`src/rtl/simm_dram_pkg.sv`:
```
// rtl/simm_dram_pkg.sv - shared state encoding and helpers for the SIMM DRAM controller
package simm_dram_pkg;

  typedef logic [2:0] state_t;

  localparam state_t ST_IDLE     = 3'd0;
  localparam state_t ST_ROW      = 3'd1;
  localparam state_t ST_COL      = 3'd2;
  localparam state_t ST_ACK      = 3'd3;
  localparam state_t ST_REF_CAS  = 3'd4;
  localparam state_t ST_REF_RAS  = 3'd5;
  localparam state_t ST_REF_HOLD = 3'd6;

  // Width of a bank index; a single-bank build still carries one bit.
  function automatic int bank_w(input int banks);
    return (banks > 1) ? $clog2(banks) : 1;
  endfunction

endpackage

```
`src/rtl/dram_refresh_timer.sv`:
```
// rtl/dram_refresh_timer.sv - free-running refresh interval counter with sticky request
module dram_refresh_timer #(
  parameter int REFRESH_CNT = 300
) (
  input  logic CLK,
  input  logic RST,
  input  logic clr_i,
  output logic ref_req_o
);

  localparam int CW = (REFRESH_CNT > 1) ? $clog2(REFRESH_CNT) : 1;

  logic [CW-1:0] cnt_q, cnt_d;
  logic          pend_q, pend_d;
  logic          expire;

  assign expire = (cnt_q == CW'(REFRESH_CNT - 1));

  // The request is visible on the expiry edge itself so an access arriving
  // on that same edge loses to refresh; a new expiry beats a simultaneous clear.
  assign ref_req_o = pend_q | expire;

  // Next-state: wrap the counter, set/clear the sticky pending flag.
  always_comb begin
    cnt_d  = expire ? '0 : cnt_q + CW'(1);
    pend_d = expire | (pend_q & ~clr_i);
  end

  // Counter and pending registers.
  always_ff @(posedge CLK) begin
    if (!RST) begin
      cnt_q  <= '0;
      pend_q <= 1'b0;
    end else begin
      cnt_q  <= cnt_d;
      pend_q <= pend_d;
    end
  end

endmodule

```
`src/rtl/simm_dram_ctrl.sv`:
```
// rtl/simm_dram_ctrl.sv - parametrised FPM/EDO SIMM controller for the 68000 bus
module simm_dram_ctrl
  import simm_dram_pkg::*;
#(
  parameter logic [23:0] BASE_ADDR   = 24'h100000,
  parameter int          ROW_BITS    = 11,
  parameter int          COL_BITS    = 11,
  parameter int          BANKS       = 2,
  parameter int          T_RCD       = 2,
  parameter int          T_CAS       = 1,
  parameter int          T_RP        = 2,
  parameter int          REFRESH_CNT = 300
) (
  input  logic                CLK,
  input  logic                RST,
  input  logic                AS,
  input  logic                UDS,
  input  logic                LDS,
  input  logic                RW,
  input  logic [23:0]         ADDR_IN,
  output logic [ROW_BITS-1:0] ADDR_OUT,
  output logic [BANKS-1:0]    RAS,
  output logic                CAS_UPPER,
  output logic                CAS_LOWER,
  output logic                WE,
  output logic                OE,
  output logic                DTACK_DRAM,
  output logic                REFRESHING
);

  localparam int BW   = bank_w(BANKS);
  localparam int WMAX = (T_RCD > T_CAS) ? T_RCD : T_CAS;
  localparam int WCW  = $clog2(WMAX + 1);
  localparam int PW   = $clog2(T_RP + 1);

  localparam logic [32:0] WIN_LO = {9'd0, BASE_ADDR};
  localparam logic [32:0] WIN_HI = WIN_LO + (33'(BANKS) << (ROW_BITS + COL_BITS + 1));

  state_t              state_q, state_d;
  logic [WCW-1:0]      cnt_q, cnt_d;
  logic [PW-1:0]       pre_q, pre_d;
  logic [BW-1:0]       bank_q, bank_d;
  logic [BANKS-1:0]    ras_q, ras_d;
  logic                cas_u_q, cas_u_d;
  logic                cas_l_q, cas_l_d;
  logic                we_q, we_d;
  logic                dtack_q, dtack_d;
  logic                refr_q, refr_d;
  logic [ROW_BITS-1:0] addr_q, addr_d;

  logic                ref_req, ref_clr, pre_done, go_idle, sel;
  logic [32:0]         addr_ext;
  logic [23:0]         off;
  logic [ROW_BITS-1:0] row_addr, col_addr;
  logic [BW-1:0]       bank_sel;
  logic                unused_off;

  // Row/column/bank are taken window-relative so the first DRAM byte is row 0, col 0.
  assign addr_ext   = {9'd0, ADDR_IN};
  assign off        = ADDR_IN - BASE_ADDR;
  assign sel        = ~AS & (addr_ext >= WIN_LO) & (addr_ext < WIN_HI);
  assign col_addr   = ROW_BITS'(off[1 +: COL_BITS]);
  assign row_addr   = off[COL_BITS + 1 +: ROW_BITS];
  assign bank_sel   = BW'(off >> (ROW_BITS + COL_BITS + 1)) & BW'(BANKS - 1);
  assign unused_off = ^off;
  assign pre_done   = (pre_q == '0);

  assign ADDR_OUT   = addr_q;
  assign RAS        = ras_q;
  assign CAS_UPPER  = cas_u_q;
  assign CAS_LOWER  = cas_l_q;
  assign WE         = we_q;
  assign OE         = 1'b0;
  assign DTACK_DRAM = dtack_q;
  assign REFRESHING = refr_q;

  dram_refresh_timer #(
    .REFRESH_CNT(REFRESH_CNT)
  ) u_refresh (
    .CLK      (CLK),
    .RST      (RST),
    .clr_i    (ref_clr),
    .ref_req_o(ref_req)
  );

  // Access/refresh sequencer: each state's actions take effect on the edge spent in it.
  always_comb begin
    state_d = state_q;
    cnt_d   = cnt_q;
    bank_d  = bank_q;
    ras_d   = ras_q;
    cas_u_d = cas_u_q;
    cas_l_d = cas_l_q;
    we_d    = we_q;
    dtack_d = dtack_q;
    addr_d  = addr_q;
    refr_d  = refr_q;
    ref_clr = 1'b0;
    go_idle = 1'b0;
    case (state_q)
      ST_IDLE: begin
        cnt_d = '0;
        if (ref_req && pre_done) begin
          state_d = ST_REF_CAS;
        end else if (sel && pre_done) begin
          addr_d  = row_addr;
          we_d    = RW;
          bank_d  = bank_sel;
          state_d = ST_ROW;
        end
      end
      ST_ROW: begin
        if (AS) begin
          go_idle = 1'b1;
        end else begin
          ras_d[bank_q] = 1'b0;
          if (cnt_q == WCW'(T_RCD - 1)) begin
            addr_d  = col_addr;
            cnt_d   = '0;
            state_d = ST_COL;
          end else begin
            cnt_d = cnt_q + WCW'(1);
          end
        end
      end
      ST_COL: begin
        if (AS) begin
          go_idle = 1'b1;
        end else begin
          if (cnt_q == '0) begin
            cas_u_d = UDS;
            cas_l_d = LDS;
          end
          if (cnt_q == WCW'(T_CAS)) begin
            dtack_d = 1'b0;
            cnt_d   = '0;
            state_d = ST_ACK;
          end else begin
            cnt_d = cnt_q + WCW'(1);
          end
        end
      end
      ST_ACK: begin
        if (AS) go_idle = 1'b1;
      end
      ST_REF_CAS: begin
        refr_d  = 1'b1;
        we_d    = 1'b1;
        cas_u_d = 1'b0;
        cas_l_d = 1'b0;
        state_d = ST_REF_RAS;
      end
      ST_REF_RAS: begin
        ras_d   = '0;
        ref_clr = 1'b1;
        cnt_d   = '0;
        state_d = ST_REF_HOLD;
      end
      ST_REF_HOLD: begin
        if (cnt_q == WCW'(T_RCD - 1)) begin
          ras_d   = '1;
          cas_u_d = 1'b1;
          cas_l_d = 1'b1;
          refr_d  = 1'b0;
          cnt_d   = '0;
          state_d = ST_IDLE;
        end else begin
          cnt_d = cnt_q + WCW'(1);
        end
      end
      default: state_d = ST_IDLE;
    endcase
    if (go_idle) begin
      ras_d   = '1;
      cas_u_d = 1'b1;
      cas_l_d = 1'b1;
      we_d    = 1'b1;
      dtack_d = 1'b1;
      addr_d  = '0;
      cnt_d   = '0;
      state_d = ST_IDLE;
    end
  end

  // Precharge: any RAS rising restarts the count; it then drains to zero.
  always_comb begin
    if (|(~ras_q & ras_d)) pre_d = PW'(T_RP);
    else if (!pre_done)    pre_d = pre_q - PW'(1);
    else                   pre_d = pre_q;
  end

  // State and registered DRAM-side outputs.
  always_ff @(posedge CLK) begin
    if (!RST) begin
      state_q <= ST_IDLE;
      cnt_q   <= '0;
      pre_q   <= PW'(T_RP);
      bank_q  <= '0;
      ras_q   <= '1;
      cas_u_q <= 1'b1;
      cas_l_q <= 1'b1;
      we_q    <= 1'b1;
      dtack_q <= 1'b1;
      refr_q  <= 1'b0;
      addr_q  <= '0;
    end else begin
      state_q <= state_d;
      cnt_q   <= cnt_d;
      pre_q   <= pre_d;
      bank_q  <= bank_d;
      ras_q   <= ras_d;
      cas_u_q <= cas_u_d;
      cas_l_q <= cas_l_d;
      we_q    <= we_d;
      dtack_q <= dtack_d;
      refr_q  <= refr_d;
      addr_q  <= addr_d;
    end
  end

endmodule

```
`config.mk`:
```
export PLATFORM = sky130hd
export DESIGN_NAME = simm_dram_ctrl
export DESIGN_NICKNAME = d
export VERILOG_FILES = /design/src/rtl/simm_dram_pkg.sv /design/src/rtl/dram_refresh_timer.sv /design/src/rtl/simm_dram_ctrl.sv
export SDC_FILE = /design/constraint.sdc
export NUM_CORES = 1
export LEC_CHECK = 0
export BUFFER_PORTS_ARGS = -buffer_cell sky130_fd_sc_hd__buf_2
export CORE_UTILIZATION = 35
export CTS_BUF_LIST = sky130_fd_sc_hd__clkbuf_16
export CTS_CLUSTER_SIZE = 14
export DETAILED_ROUTE_END_ITERATION = 8
export GPL_TIMING_DRIVEN = 0
export SLEW_MARGIN = 20
export SYNTH_ARGS = -nofsm -noshare
export SYNTH_HDL_FRONTEND = slang
export SYNTH_SLANG_ARGS = --single-unit
```
`constraint.sdc`:
```
create_clock -name CLK -period 2.65 [get_ports CLK]
set_clock_uncertainty 0.1 [all_clocks]
set_input_delay 0.53 -clock CLK [delete_from_list [all_inputs] [get_ports CLK]]
set_output_delay 0.53 -clock CLK [all_outputs]
set_load 0.01 [all_outputs]
```
==> Flow_metrics.wiki, run 1 <==
{| class="wikitable"
! Metric !! Value
|-
| Setup TNS after final layout || 0 ns
|-
| Initial antenna violation count || 0
|-
| Data arrival time of the worst path || 2.17 ns
|-
| Static Leak || about 1.1 nW
|-
| Cell with the most instances after synthesis || nand2_1
|-
| Global-route wire length before repair || 7750 um
|-
| Grt total ovfl || 0
|-
| Number of H-tree levels || 2
|-
| Final net count || about 330
|-
| Top post-synthesis cells by area || dfxtp_1 36%, nand2_1 8.2%, mux2i_1 6.4%
|-
| Max Fclk || 0.486 GHz
|-
| Remaining antenna violation count || 0
|-
| Synthesized instance count || 245
|-
| Std-Cell Core Area || roughly 5500 um2
|-
| Starting utilization of the core area || 36.4%
|-
| Post-CTS Resized || 0
|-
| Diode insertion count for antenna repair || 0
|-
| First-pass detailed-route iteration total || 4
|-
| Switching part of the total || roughly 28%
|-
| Largest net degree at the start of global routing || 12
|-
| Register Area || 721 um2
|-
| Detailed-route wire length || approximately 4700 um
|-
| Yosys top cell area share || 35.7%
|-
| Final setup violating endpoints || 0
|-
| Maximum capacitance violations || 0
|-
| Portion of the clock cycle consumed by the worst path in the final layout || 77.7%
|-
| Fraction of final layout cells with drive strength greater than 1 || 25.7%
|-
| Core Rows || 27
|-
| Internal cell power || 1.13 mW
|-
| TritonCTS clock tree || built
|-
| Post-cts hold buffer count || 0
|-
| Post-synth net total || 279
|-
| Height of the die || 78.0 um
|-
| Sequential fraction of design power || 39.3%
|-
| Root buffer cell || clkbuf_16
|-
| Number of flops mapped to enable cells by yosys || 0
|-
| Clock-pin slew on the worst setup and hold paths || 0.06 ns
|-
| Net switching power || 0.442 mW
|-
| Multi-input combinational cell area || 1180 um2
|-
| DP Wirelength || roughly 3500 um
|-
| Vias in the first global route || 1674
|-
| Insertion delay to the later sink of the worst-skew pair || 0.28 ns
|-
| Nature of the critical path endpoint || flop
|-
| Type of the worst setup path || reg -> reg
|-
| Post-CTS setup buffer count || 0
|-
| Growth of design area from synthesis to finish || 23.0%
|-
| Worst VDD drop || 0.393 mV
|-
| Final-layout worst hold slack || 0.359 ns
|-
| Part of the power in the clock network || roughly 36%
|-
| Number of warnings printed during yosys synthesis || 0
|-
| Required time reported for the critical path endpoint || about 2.8 ns
|-
| Post-synthesis instance area || approximately 2000 um2
|-
| Top cell types by occurrence after synthesis || 44 x nand2_1, 36 x dfxtp_1, 19 x nor2_1, 13 x mux2i_1, 11 x o21ai_0
|-
| Main synth FF type || dfxtp_1
|-
| Sequential-to-total area share from yosys stat || 35.7%
|-
| Count of clock tree sinks || 36
|-
| Post-layout worst setup margin || ~0.59 ns
|-
| Aggregate global-route resource usage || approximately 16%
|-
| PnR Total Power || 1.57 mW
|-
| Min-Delay Path Class || reg -> reg
|-
| Number of hold-slack violations in the final timing report || 0
|-
| Combinational power share || 24.8%
|-
| Final min period || approximately 2.1 ns
|-
| Total clock buffers created by CTS || 5
|-
| Count of pins on the block boundary || 49
|-
| Residual DRC || 0
|-
| Crit path launch type || flop
|-
| Worst setup slack for register-to-register paths || 0.59 ns
|-
| WL/cell || 12.6 um
|-
| Unrepaired setup endpoints after global routing || false
|-
| Detailed Route Iter0 Violations || 56
|-
| Input/output buffers || 47
|-
| Highest net fanout along the worst path || 10
|-
| Global placement routability congestion || between 0.8 and 0.9
|-
| Cell accounting for the most synthesized area || dfxtp_1
|-
| Die Area || 6080 um2
|-
| Run status || complete, no violations
|-
| Number of buffers on the longest clock path || 2
|-
| Yosys cell types || a little over 50
|-
| DR vias/cell || 5.02
|-
| Post-synthesis async set-or-reset flop share || 0%
|-
| Total count of max-transition violations in the final report || 0
|-
| Mean post-synth cell area || ~8.2 um2
|-
| Flops & latches, synth || 36
|-
| Power Dens Cells || approximately 630 nW/um2
|-
| Die width || 78.0 um
|-
| Worst slack at placement || about 0.47 ns
|-
| Vias || about 1900
|-
| Filler Cell Count || around 600
|}
## placed cells by master (no fill, tap or decap), types with 5 or more instances in the layout
cell	instances
buf_2	50
nand2_1	44
dfxtp_1	36
nor2_1	19
mux2i_1	13
o21ai_0	11
a21oi_1	8
mux2_2	8
inv_1	7
clkbuf_1	7
nand3_1	7
xnor2_1	7
nand2b_1	7
clkbuf_16	5
## critical path: stages, from the launching register on
cell	delay, ns
dfxtp_1	0.37
ha_1	0.25
and4b_1	0.24
a41oi_1	0.19
or2b_1	0.33
o21ai_2	0.11
buf_6	0.20
mux2i_1	0.20
## logic make-up after synthesis
logic type / Yosys count / synth area share (%)
and+or+nand+nor: 109 / 27.4
xor gates and xnor gates: 11 / 4.77
adders and majority gates: 4 / 2.48
muxes: 21 / 10.9
AOI/OAI and AO/OA: 40 / 12.9
DFF: 36 / 35.7
other: 1 / 0.186
buffers and inverters: 23 / 5.64
## final timing paths
check                                 from  cells past startpoint                  endpoint
max          u_refresh.cnt_q[0]$_SDFF_PP0_                      7  ADDR_OUT[6]$_SDFFE_PP0P_
min               ADDR_OUT[1]$_SDFFE_PP0P_                      2  ADDR_OUT[1]$_SDFFE_PP0P_
max reg2reg  u_refresh.cnt_q[0]$_SDFF_PP0_                      7  ADDR_OUT[6]$_SDFFE_PP0P_
min reg2reg       ADDR_OUT[1]$_SDFFE_PP0P_                      2  ADDR_OUT[1]$_SDFFE_PP0P_
## sequential cells by signal (all words and copies together) (netlist names), 2 cells and up
name,cells
state_q,3
u_refresh.cnt_q,9
cnt_q,2
pre_q,2
RAS,2
ADDR_OUT,11
## layer usage
metal | wire length (um) | part of all wire, % | global-route usage, % | vias up
li1 | - | - | - | 951
met1 | 2150 | 46 | 20.4 | 861
met2 | 2200 | 47 | 26.8 | 47
met3 | 253 | 5.4 | 4.24 | 8
met4 | 68 | 1.5 | 5.74 | 0
met5 | 0 | 0 | 0 | -
## layout make-up
type / count / share of cell area, %
Multi-Input combinational cell: 186 / 47.7
Sequential cell: 36 / 29.0
Timing Repair Buffer: 47 / 9.47
Clock buffer: 5 / 5.04
Tap cell: 72 / 3.63
Buffer: 16 / 3.53
Inverter: 7 / 1.06
Clock inverter: 3 / 0.554
## power by group through the flow
stage / clock [mW] / combinational [mW] / sequential [mW]
finish: 0.563 / 0.388 / 0.616
global route: 0.599 / 0.430 / 0.621
CTS: 0.577 / 0.392 / 0.617
detailed placement: 0 / 0.392 / 0.628
global placement: 0 / 0.385 / 0.626
floorplan: 0 / 0.276 / 0.635
## metrics by stage
step | std cells | utilization, % | area [um2]
finish | 372 | 44.8 | 2480
global route | 372 | 44.8 | 2480
CTS | 372 | 44.8 | 2480
detailed placement | 364 | 42.3 | 2340
global placement | 364 | 42.3 | 2340
floorplan | 245 | - | 2020
(Power assumes the default switching activity.)
==> run 2: changes to the inputs <==
==> constraint.sdc (replaced) <==
create_clock -name CLK -period 1.72 [get_ports CLK]
set_clock_uncertainty 0.1 [all_clocks]
set_input_delay 0.344 -clock CLK [delete_from_list [all_inputs] [get_ports CLK]]
set_output_delay 0.344 -clock CLK [all_outputs]
set_load 0.01 [all_outputs]
==> Flow_metrics.wiki, run 2 (synthesis gave the netlist of run 1 again) <==
{| class="wikitable"
! Metric !! Value
|-
| Register Area || 727 um2
|-
| Number of placed cells counting well taps || 364
|-
| Type of the worst setup path || reg -> reg
|-
| Vias in the first global route || between 1500 and 2000
|-
| Origin of the worst setup path || u_refresh.cnt_q[0]$_SDFF_PP0_
|-
| Unrepaired setup endpoints after global routing || true
|-
| Fraction of final layout cells with drive strength greater than 1 || 34.3%
|-
| Die width || 78.0 um
|-
| Initial antenna violation count || 0
|-
| DR vias/cell || about 4.9
|-
| Sequential fraction of design power || 37.7%
|-
| Maximum capacitance violations || 0
|-
| Internal cell power || 1.83 mW
|-
| Final net count || about 340
|-
| Input/output buffers || 47
|-
| End of the worst register-to-register path || ADDR_OUT[8]$_SDFFE_PP0P_
|-
| Number of standard cells in the final layout excluding fillers || ~380
|-
| First-pass detailed-route iteration total || 4
|-
| Worst hold endpoint || bank_q$_SDFFE_PN0P_
|-
| TritonCTS clock tree || built
|-
| Run status || finished with violations
|-
| Post-layout worst setup margin || -0.0966 ns
|-
| Insertion delay to the later sink of the worst-skew pair || 0.28 ns
|-
| Combinational power share || 28.5%
|-
| Std-Cell Core Area || between 5000 and 6000 um2
|-
| Delay contributed by the slowest stage of the critical path || 0.35 ns
|-
| Crit path max-delay cell type || dfxtp_2
|-
| Count of pins on the block boundary || 49
|-
| Min-Delay Path Class || in -> reg
|-
| Diode insertion count for antenna repair || 0
|-
| Number of hold-slack violations in the final timing report || 0
|-
| Required time reported for the critical path endpoint || 1.83 ns
|-
| Crit path launch type || flop
|-
| Core Rows || 27
|-
| Filler Cell Count || 562
|-
| Multi-input combinational cell area || between 1000 and 1500 um2
|-
| Switching part of the total || 28.6%
|-
| Root buffer cell || clkbuf_16
|-
| Aggregate global-route resource usage || 17.6%
|-
| Reg2reg start || u_refresh.cnt_q[0]$_SDFF_PP0_
|-
| Portion of the clock cycle consumed by the worst path in the final layout || 106%
|-
| WL/cell || 13.0 um
|-
| Data arrival time of the worst path || 1.93 ns
|-
| Violations in the final reports || negative setup slack
|-
| Worst VDD drop || ~0.6 mV
|-
| Global placement routability congestion || approximately 0.8
|-
| Final min period || around 1.8 ns
|-
| Most common cell after layout, fill and taps aside || buf_2
|-
| Max Fclk || 0.550 GHz
|-
| Detailed Route Iter0 Violations || 110
|-
| Highest net fanout along the worst path || 5
|-
| Vias || 1883
|-
| Critical path's top delay family || simple AND/OR/NAND/NOR gates
|-
| Clock-pin slew on the worst setup and hold paths || 0.06 ns
|-
| Number of H-tree levels || 2
|-
| Starting utilization of the core area || ~36%
|-
| Height of the die || 78.0 um
|-
| Net switching power || 0.735 mW
|-
| Total count of max-transition violations in the final report || 0
|-
| Largest net degree at the start of global routing || 12
|-
| Static Leak || 1.18 nW
|-
| Commonest non-fill, non-tap cells in the layout || 50 x buf_2, 44 x nand2_1, 31 x dfxtp_1
|-
| Power Dens Cells || 967 nW/um2
|-
| DP Wirelength || 3510 um
|-
| Total clock buffers created by CTS || 5
|-
| Die Area || between 6000 and 7000 um2
|-
| Residual DRC || 0
|-
| Remaining antenna violation count || 0
|-
| Max FFs per register || 11
|-
| Crit path buffers/inverters || 1
|-
| Worst-case reg-to-reg path depth || 7
|-
| Final-layout worst hold slack || 0.282 ns
|-
| Count of clock tree sinks || 36
|-
| List of cells traversed by the critical path || ha_4, and4b_1, a41oi_2, or2b_1, o21ai_4, buf_6, mux2i_1
|-
| Worst Hold Depth || 4
|-
| Part of the power in the clock network || between 30% and 40%
|-
| Startpoint of the lowest-slack hold path || ADDR_IN[23]
|-
| Worst setup slack for register-to-register paths || -0.1 ns
|-
| Detailed-route wire length || 4940 um
|-
| Number of buffers on the longest clock path || 2
|-
| Final setup violating endpoints || 12
|-
| Grt total ovfl || 0
|-
| Growth of design area from synthesis to finish || 31.6%
|-
| Nature of the critical path endpoint || flop
|-
| Global-route wire length before repair || approximately 8400 um
|}
-- run 2: cell types whose count changed in the layout (fill, tap and decap cells not counted), moves of 2 or more --
cell,change
dfxtp_1,-5
o21ai_4,+2
inv_1,-2
o21ai_0,-2
buf_4,+10
dfxtp_2,+5
clkbuf_4,+2
ha_4,+2
inv_2,+2
buf_6,+2
ha_1,-2
clkbuf_1,-4
-- run 2: power groups by stage --
stage                     Clock (mW)  Sequential (mW)  Combinational, mW
after global routing           0.915            0.977              0.807
after global placement             0            0.972              0.629
final                          0.870            0.967              0.731
after floorplan                    0            0.987              0.450
after CTS                      0.882            0.966              0.694
after detailed placement           0            0.974              0.635
-- run 2: worst max path at each step --
stage,endpoint,cells after the start
finish,ADDR_OUT[8]$_SDFFE_PP0P_,7
floorplan,ADDR_OUT[10]$_SDFFE_PP0P_,8
detailed placement,ADDR_OUT[6]$_SDFFE_PP0P_,9
global route,ADDR_OUT[4]$_SDFFE_PP0P_,7
global placement,ADDR_OUT[8]$_SDFFE_PP0P_,9
CTS,ADDR_OUT[6]$_SDFFE_PP0P_,7
-- run 2: repair_timing --
item                                    CTS  global route
resized for setup                         9            21
cloned                                    1             0
pin swaps                                 5             1
buffers inserted                          8             2
endpoints found under the setup margin   19            20
hold buffers                              0             0
endpoints found under the hold margin     0             0
-- run 2: cell type report --
class | instances | share of cell area (%)
plain buffers | 14 | 3.44
multi-input cells | 186 | 47.4
flip-flops and latches | 36 | 27.4
inverters | 7 | 0.989
clock buffers | 5 | 4.71
well taps | 72 | 3.39
repair buffers | 58 | 12.2
clock inverters | 3 | 0.518
-- run 2: worst reg2reg max path, delay by kind of cell, from the launching register on --
family                   cells  cell delay [ns]
AND/OR/NAND/NOR              2             0.57
flip-flops                   1             0.35
AO/OA/AOI/OAI                2             0.24
multiplexers                 1             0.19
buffers and inverters        1             0.16
adder cells (fa/ha/maj)      1             0.14
-- run 2: routing by layer --
metal  part of all wire [%]  track usage [%]
met1                     50             24.3
met4                    1.6             6.67
met5                      0                0
met2                     44             26.7
met3                    4.4             3.65
-- run 2: stage by stage --
| stage | utilization (%) | power (mW) | TNS (ns) | instance area [um2] | setup slack, ns |
|---|---|---|---|---|---|
| after floorplan | - | 1.44 | -0.113 | 2060 | -0.0113 |
| after global placement | 43.0 | 1.60 | -3.86 | 2380 | -0.289 |
| after detailed placement | 43.0 | 1.61 | -3.86 | 2380 | -0.304 |
| after CTS | 46.8 | 2.54 | -1.14 | 2590 | -0.118 |
| after global routing | 48.0 | 2.70 | -2.33 | 2660 | -0.205 |
| final | 48.0 | 2.57 | -1.01 | 2660 | -0.0966 |
